## config.mk

```make
export PLATFORM = sky130hd
export DESIGN_NAME = serial_rx_b13
export DESIGN_NICKNAME = d
export VERILOG_FILES = /design/src/rtl/b13_pkg.sv /design/src/rtl/sync2.sv /design/src/rtl/serial_rx_b13.sv
export SDC_FILE = /design/constraint.sdc
export NUM_CORES = 1
export LEC_CHECK = 0
export CAP_MARGIN = 20
export CORE_MARGIN = 2
export CORE_UTILIZATION = 50
export CTS_CLUSTER_SIZE = 30
export DETAILED_ROUTE_END_ITERATION = 10
export PLACE_DENSITY_LB_ADDON = 0.05
export SYNTH_ARGS = -nofsm -noshare
export SYNTH_HDL_FRONTEND = slang
export SYNTH_SLANG_ARGS = --single-unit
```

## constraint.sdc

```tcl
create_clock -name clock -period 6 [get_ports clock]
set_clock_uncertainty 0.05 [all_clocks]
set_input_delay 1.2 -clock clock [delete_from_list [all_inputs] [get_ports clock]]
set_output_delay 1.2 -clock clock [all_outputs]
set_load 0.05 [all_outputs]
```

## src/rtl/b13_pkg.sv

```systemverilog
// Shared b13 link definitions: line levels, timing constants, transmitter and receiver state encodings.
package b13_pkg;

  localparam int unsigned B13_DELAY      = 104;
  localparam int unsigned B13_BIT_PERIOD = B13_DELAY + 2;
  localparam int unsigned B13_CNT_W      = 10;
  localparam int unsigned B13_DATA_W     = 8;

  localparam logic LINE_IDLE = 1'b1;
  localparam logic START_BIT = 1'b0;
  localparam logic STOP_BIT  = 1'b1;

  typedef enum logic [1:0] {
    G_IDLE  = 2'd0,
    G_START = 2'd1,
    G_DATA  = 2'd2,
    G_STOP  = 2'd3
  } b13_tx_state_e;

  typedef enum logic [2:0] {
    R_IDLE      = 3'd0,
    R_START     = 3'd1,
    R_DATA      = 3'd2,
    R_STOP      = 3'd3,
    R_WAIT_HIGH = 3'd4
  } b13_rx_state_e;

endpackage

```

## src/rtl/sync2.sv

```systemverilog
// Two-flop synchronizer with asynchronous active-low reset to a chosen level.
module sync2 #(
  parameter logic RST_VAL = 1'b1
) (
  input  logic clk,
  input  logic rst_n,
  input  logic d_i,
  output logic q_o
);

  logic meta_q;
  logic sync_q;

  always_ff @(posedge clk or negedge rst_n) begin
    if (!rst_n) begin
      meta_q <= RST_VAL;
      sync_q <= RST_VAL;
    end else begin
      meta_q <= d_i;
      sync_q <= meta_q;
    end
  end

  assign q_o = sync_q;

endmodule

```

## src/rtl/serial_rx_b13.sv

```systemverilog
// b13 serial receiver: mid-bit sampling deserializer with a valid/ack hold register and sticky error flags.
module serial_rx_b13
  import b13_pkg::*;
#(
  parameter int unsigned BIT_PERIOD = B13_BIT_PERIOD
) (
  input  logic       clock,
  input  logic       reset_n,
  input  logic       rx_line,
  input  logic       rx_en,
  output logic [7:0] dato,
  output logic       dato_valid,
  input  logic       rd_ack,
  output logic       frame_error,
  output logic       overrun,
  input  logic       err_clr,
  output logic       busy
);

  localparam int unsigned HALF_PERIOD = BIT_PERIOD / 2;
  localparam logic [B13_CNT_W-1:0] HALF_M1 = B13_CNT_W'(HALF_PERIOD - 1);
  localparam logic [B13_CNT_W-1:0] BIT_M1  = B13_CNT_W'(BIT_PERIOD - 1);

  logic                  rx_s;
  b13_rx_state_e         state_q;
  logic [B13_CNT_W-1:0]  cnt_q;
  logic [2:0]            bit_idx_q;
  logic [7:0]            shreg_q;
  logic [7:0]            dato_q;
  logic                  valid_q;
  logic                  ferr_q;
  logic                  ovr_q;
  logic                  busy_q;

  sync2 #(.RST_VAL(LINE_IDLE)) u_sync (
    .clk   (clock),
    .rst_n (reset_n),
    .d_i   (rx_line),
    .q_o   (rx_s)
  );

  // Clears are applied first so that a same-cycle set or reload takes precedence.
  always_ff @(posedge clock or negedge reset_n) begin
    if (!reset_n) begin
      state_q   <= R_IDLE;
      cnt_q     <= '0;
      bit_idx_q <= '0;
      shreg_q   <= '0;
      dato_q    <= '0;
      valid_q   <= 1'b0;
      ferr_q    <= 1'b0;
      ovr_q     <= 1'b0;
      busy_q    <= 1'b0;
    end else begin
      if (rd_ack && valid_q) valid_q <= 1'b0;
      if (err_clr) begin
        ferr_q <= 1'b0;
        ovr_q  <= 1'b0;
      end
      if (!rx_en && state_q != R_IDLE) begin
        state_q <= R_IDLE;
        cnt_q   <= '0;
        busy_q  <= 1'b0;
      end else begin
        case (state_q)
          R_IDLE: begin
            if (rx_en && rx_s == START_BIT) begin
              state_q <= R_START;
              cnt_q   <= '0;
              busy_q  <= 1'b1;
            end
          end
          R_START: begin
            if (cnt_q == HALF_M1) begin
              cnt_q <= '0;
              if (rx_s == START_BIT) begin
                state_q   <= R_DATA;
                bit_idx_q <= '0;
              end else begin
                state_q <= R_IDLE;
                busy_q  <= 1'b0;
              end
            end else begin
              cnt_q <= cnt_q + 1'b1;
            end
          end
          R_DATA: begin
            if (cnt_q == BIT_M1) begin
              cnt_q     <= '0;
              shreg_q   <= {shreg_q[6:0], rx_s};
              bit_idx_q <= bit_idx_q + 1'b1;
              if (bit_idx_q == 3'd7) state_q <= R_STOP;
            end else begin
              cnt_q <= cnt_q + 1'b1;
            end
          end
          R_STOP: begin
            if (cnt_q == BIT_M1) begin
              cnt_q <= '0;
              if (rx_s == STOP_BIT) begin
                if (!valid_q || rd_ack) begin
                  dato_q  <= shreg_q;
                  valid_q <= 1'b1;
                end else begin
                  ovr_q <= 1'b1;
                end
                state_q <= R_IDLE;
                busy_q  <= 1'b0;
              end else begin
                ferr_q  <= 1'b1;
                state_q <= R_WAIT_HIGH;
              end
            end else begin
              cnt_q <= cnt_q + 1'b1;
            end
          end
          R_WAIT_HIGH: begin
            if (rx_s == LINE_IDLE) begin
              state_q <= R_IDLE;
              busy_q  <= 1'b0;
            end
          end
          default: begin
            state_q <= R_IDLE;
            cnt_q   <= '0;
            busy_q  <= 1'b0;
          end
        endcase
      end
    end
  end

  assign dato        = dato_q;
  assign dato_valid  = valid_q;
  assign frame_error = ferr_q;
  assign overrun     = ovr_q;
  assign busy        = busy_q;

endmodule

```

==> results_dict.tcl <==
set metrics [dict create \
    grt_pass1_wl_um 6080 \
    crit_path_top_delay_cell "clkdlybuf4s50_1" \
    row_count 22 \
    grt_max_degree 39 \
    wl_per_cell_um 15.0 \
    ir_worst_vdd_v 0.000146 \
    syn_area_um2 1890 \
    cts_setup_buffers 0 \
    synth_top_flop_cell "dfrtp_1" \
    timing_worst_setup_path_type "input port to flop" \
    htree_levels 2 \
    drive_above_1_share_pct 13.8 \
    coreArea_um2 3660 \
    hpwlAfterDp_um 2480 \
    pre_cts_slack_ps 2750 \
    clk_latency_ps 280 \
    fin_tns_setup_ps 0 \
    required_ps 6110 \
    cts_root_buf "clkbuf_8" \
    grt_remaining_overflow 0 \
    start_kind "input port" \
    end_kind "flop" \
    via_per_inst 5.82 \
    die_area_um2 4290 \
    fp.dieW_um 65.5 \
    synthCells 172 \
    maxCapViolations 0 \
    post-route-period-util_pct 49.4 \
    path_clk_slew_ps 70 \
    start_util_pct 51.7 \
    synth_nets 183 \
    cts_sinks 38 \
    antennaDiodeCount 0 \
    synth_seq_area_share_pct 50.4 \
    p_clk_share_pct 46.6 \
    slowest_delay_ps 540 \
    cts-resized-gates 0 \
    grt_util_all_layers_pct 18.3 \
    yosys.area.top_type "dfrtp_1" \
    p_int_mw 0.450 \
    routed_wl_um 3550 \
    port_buffers 17 \
    p_sw_mw 0.116 \
    antenna_found_initial 0 \
    p_leak_nw 0.994 \
    rsz0062_at_grt "no" \
    slew_viol_final 0 \
    synth_top_area_share_pct 47.6 \
    worst_pin_slew_ps 837 \
    total_power_mw 0.567 \
    grt_pass1_vias 1311 \
    synth_edf_count 0 \
    synth_cell_types 46 \
    hold-worst-slack_ps 310 \
    timing.final.ws_setup_ps 3040 \
    maxSlewHeadroom_pct 44.2 \
    hold_viol 0 \
    critPathArrivalTime_ps 3080 \
    hold_class "flop to flop" \
    cts_buffer_depth 2 \
    p_sw_share_pct 20.5 \
    path_cells "clkdlybuf4s50_1, nand2b_1, nor3_1, and4_1, mux2_1" \
    postCtsHoldBufs 0 \
    drc 0 \
    async_reset_ff_share_pct 100 \
    die_h_um 65.5 \
    layout.nets 199 \
    firstDrtPassIters 4 \
    status "finished, final reports clean" \
    ant_nets 0 \
    sequentialPowerShare_pct 47.1 \
    ys_ff_latch 38 \
    setup_viol 0 \
    area_growth_pct 17.4 \
    vias 1380 \
    powerDensity_nw_per_um2 255 \
    drtIter0Drc 105 \
    ios 18 \
    p_comb_share_pct 6.3 \
    synth_area_leaders "dfrtp_1 48%, mux2_2 5.4%, mux2_1 4.8%" \
    cts_buffers 5 \
    gp_congestion 0.811 \
    dpl.cell_count 229 \
    synth_area_per_cell_um2 11.0 \
    min_period_ps 2960 \
    crit_fanout 8 \
    final_cells 237 \
    fmax_ghz 0.338 \
    yosysWarnings 0 \
    cts_tree "built" \
]
## flip-flops by register name, summed over array words and instances, names as in the netlist
register,count
bit_idx_q,3
busy,1
cnt_q,10
dato,8
dato_valid,1
frame_error,1
overrun,1
shreg_q,8
state_q,3
u_sync.meta_q,1
u_sync.q_o,1
## metrics by stage
stage	utilization (%)	cell area [um2]
finish	60.7	2220
global route	60.7	2220
CTS	60.7	2220
detailed placement	56.8	2080
global placement	56.8	2080
floorplan	-	1890
## worst max-delay path, delay by kind of cell
kind          cells  cell delay (ps)
simple gates      3              970
buf+inv           1              540
mux               1              370
## layout by cell type, fill, tap and decap left out, drive strengths merged, types with 4 or more instances in the layout
| cell type | n |
|---|---|
| dfrtp | 36 |
| mux2 | 17 |
| clkdlybuf4s50 | 16 |
| nand2 | 15 |
| inv | 10 |
| nand3 | 7 |
| o211ai | 6 |
| clkbuf | 6 |
| and3 | 5 |
| nor2 | 5 |
| a21oi | 5 |
| ha | 5 |
| o21ai | 5 |
| nand2b | 4 |
## cells in the mapped netlist, drive strengths merged (3+ instances only)
library cell	number
a21oi	5
a22oi	3
a311oi	3
a31oi	3
and2	3
and3	5
buf	5
clkbuf	3
dfrtp	36
ha	5
inv	10
mux2	17
nand2	15
nand2b	4
nand3	7
nor2	5
nor3	3
o211ai	6
o21ai	5
## final timing paths
check | start | end | slack (ps) | cells after the start
worst max-delay path | rx_en | dato[0] | 3040 | 5
worst min-delay path | u_sync.meta_q | u_sync.q_o | 310 | 0
worst max register to register | cnt_q[1] | cnt_q[6] | 3710 | 6
worst min register to register | u_sync.meta_q | u_sync.q_o | 310 | 0
max in group asynchronous | reset_n | dato_valid | 4410 | 1
min in group asynchronous | reset_n | cnt_q[9] | 960 | 1
## final cells by class
class | count | area, um2
Fill cell | 287 | 1440
Sequential cell | 38 | 953
Multi-Input combinational cell | 116 | 863
Timing Repair Buffer | 17 | 165
Clock buffer | 6 | 82.6
Clock inverter | 2 | 60.1
Tap cell | 48 | 60.1
Inverter | 10 | 37.5
## power by group through the flow
stage	clock (mW)	sequential, mW	combinational [mW]
2_1_floorplan	0	0.273	0.0185
3_3_place_gp	0	0.271	0.0351
5_1_grt	0.283	0.268	0.0396
6_report	0.264	0.267	0.0357
4_1_cts	0.271	0.267	0.0362
3_5_place_dp	0	0.272	0.0361
## cells by family (layout without fill, tap and decap cells)
| family | Yosys count | count (layout) | share of synthesized area, % |
|---|---|---|---|
| and+or+nand+nor | 56 | 56 | 17.3 |
| AOI/OAI and AO/OA | 38 | 38 | 14.9 |
| DFF | 38 | 38 | 50.4 |
| buffers and inverters | 18 | 35 | 4.03 |
| muxes | 17 | 17 | 10.1 |
| adders and majority gates | 5 | 5 | 3.30 |
## routing by layer
layer  part of all wire [%]  vias up  track usage, %
met5                      0        -               0
met4                   0.82        0            5.47
met3                    5.0        5            4.45
met2                     47       38            28.2
met1                     47      669            25.8
li1                       -      668               -
Note: power is estimated with default switching activity, not from simulation.
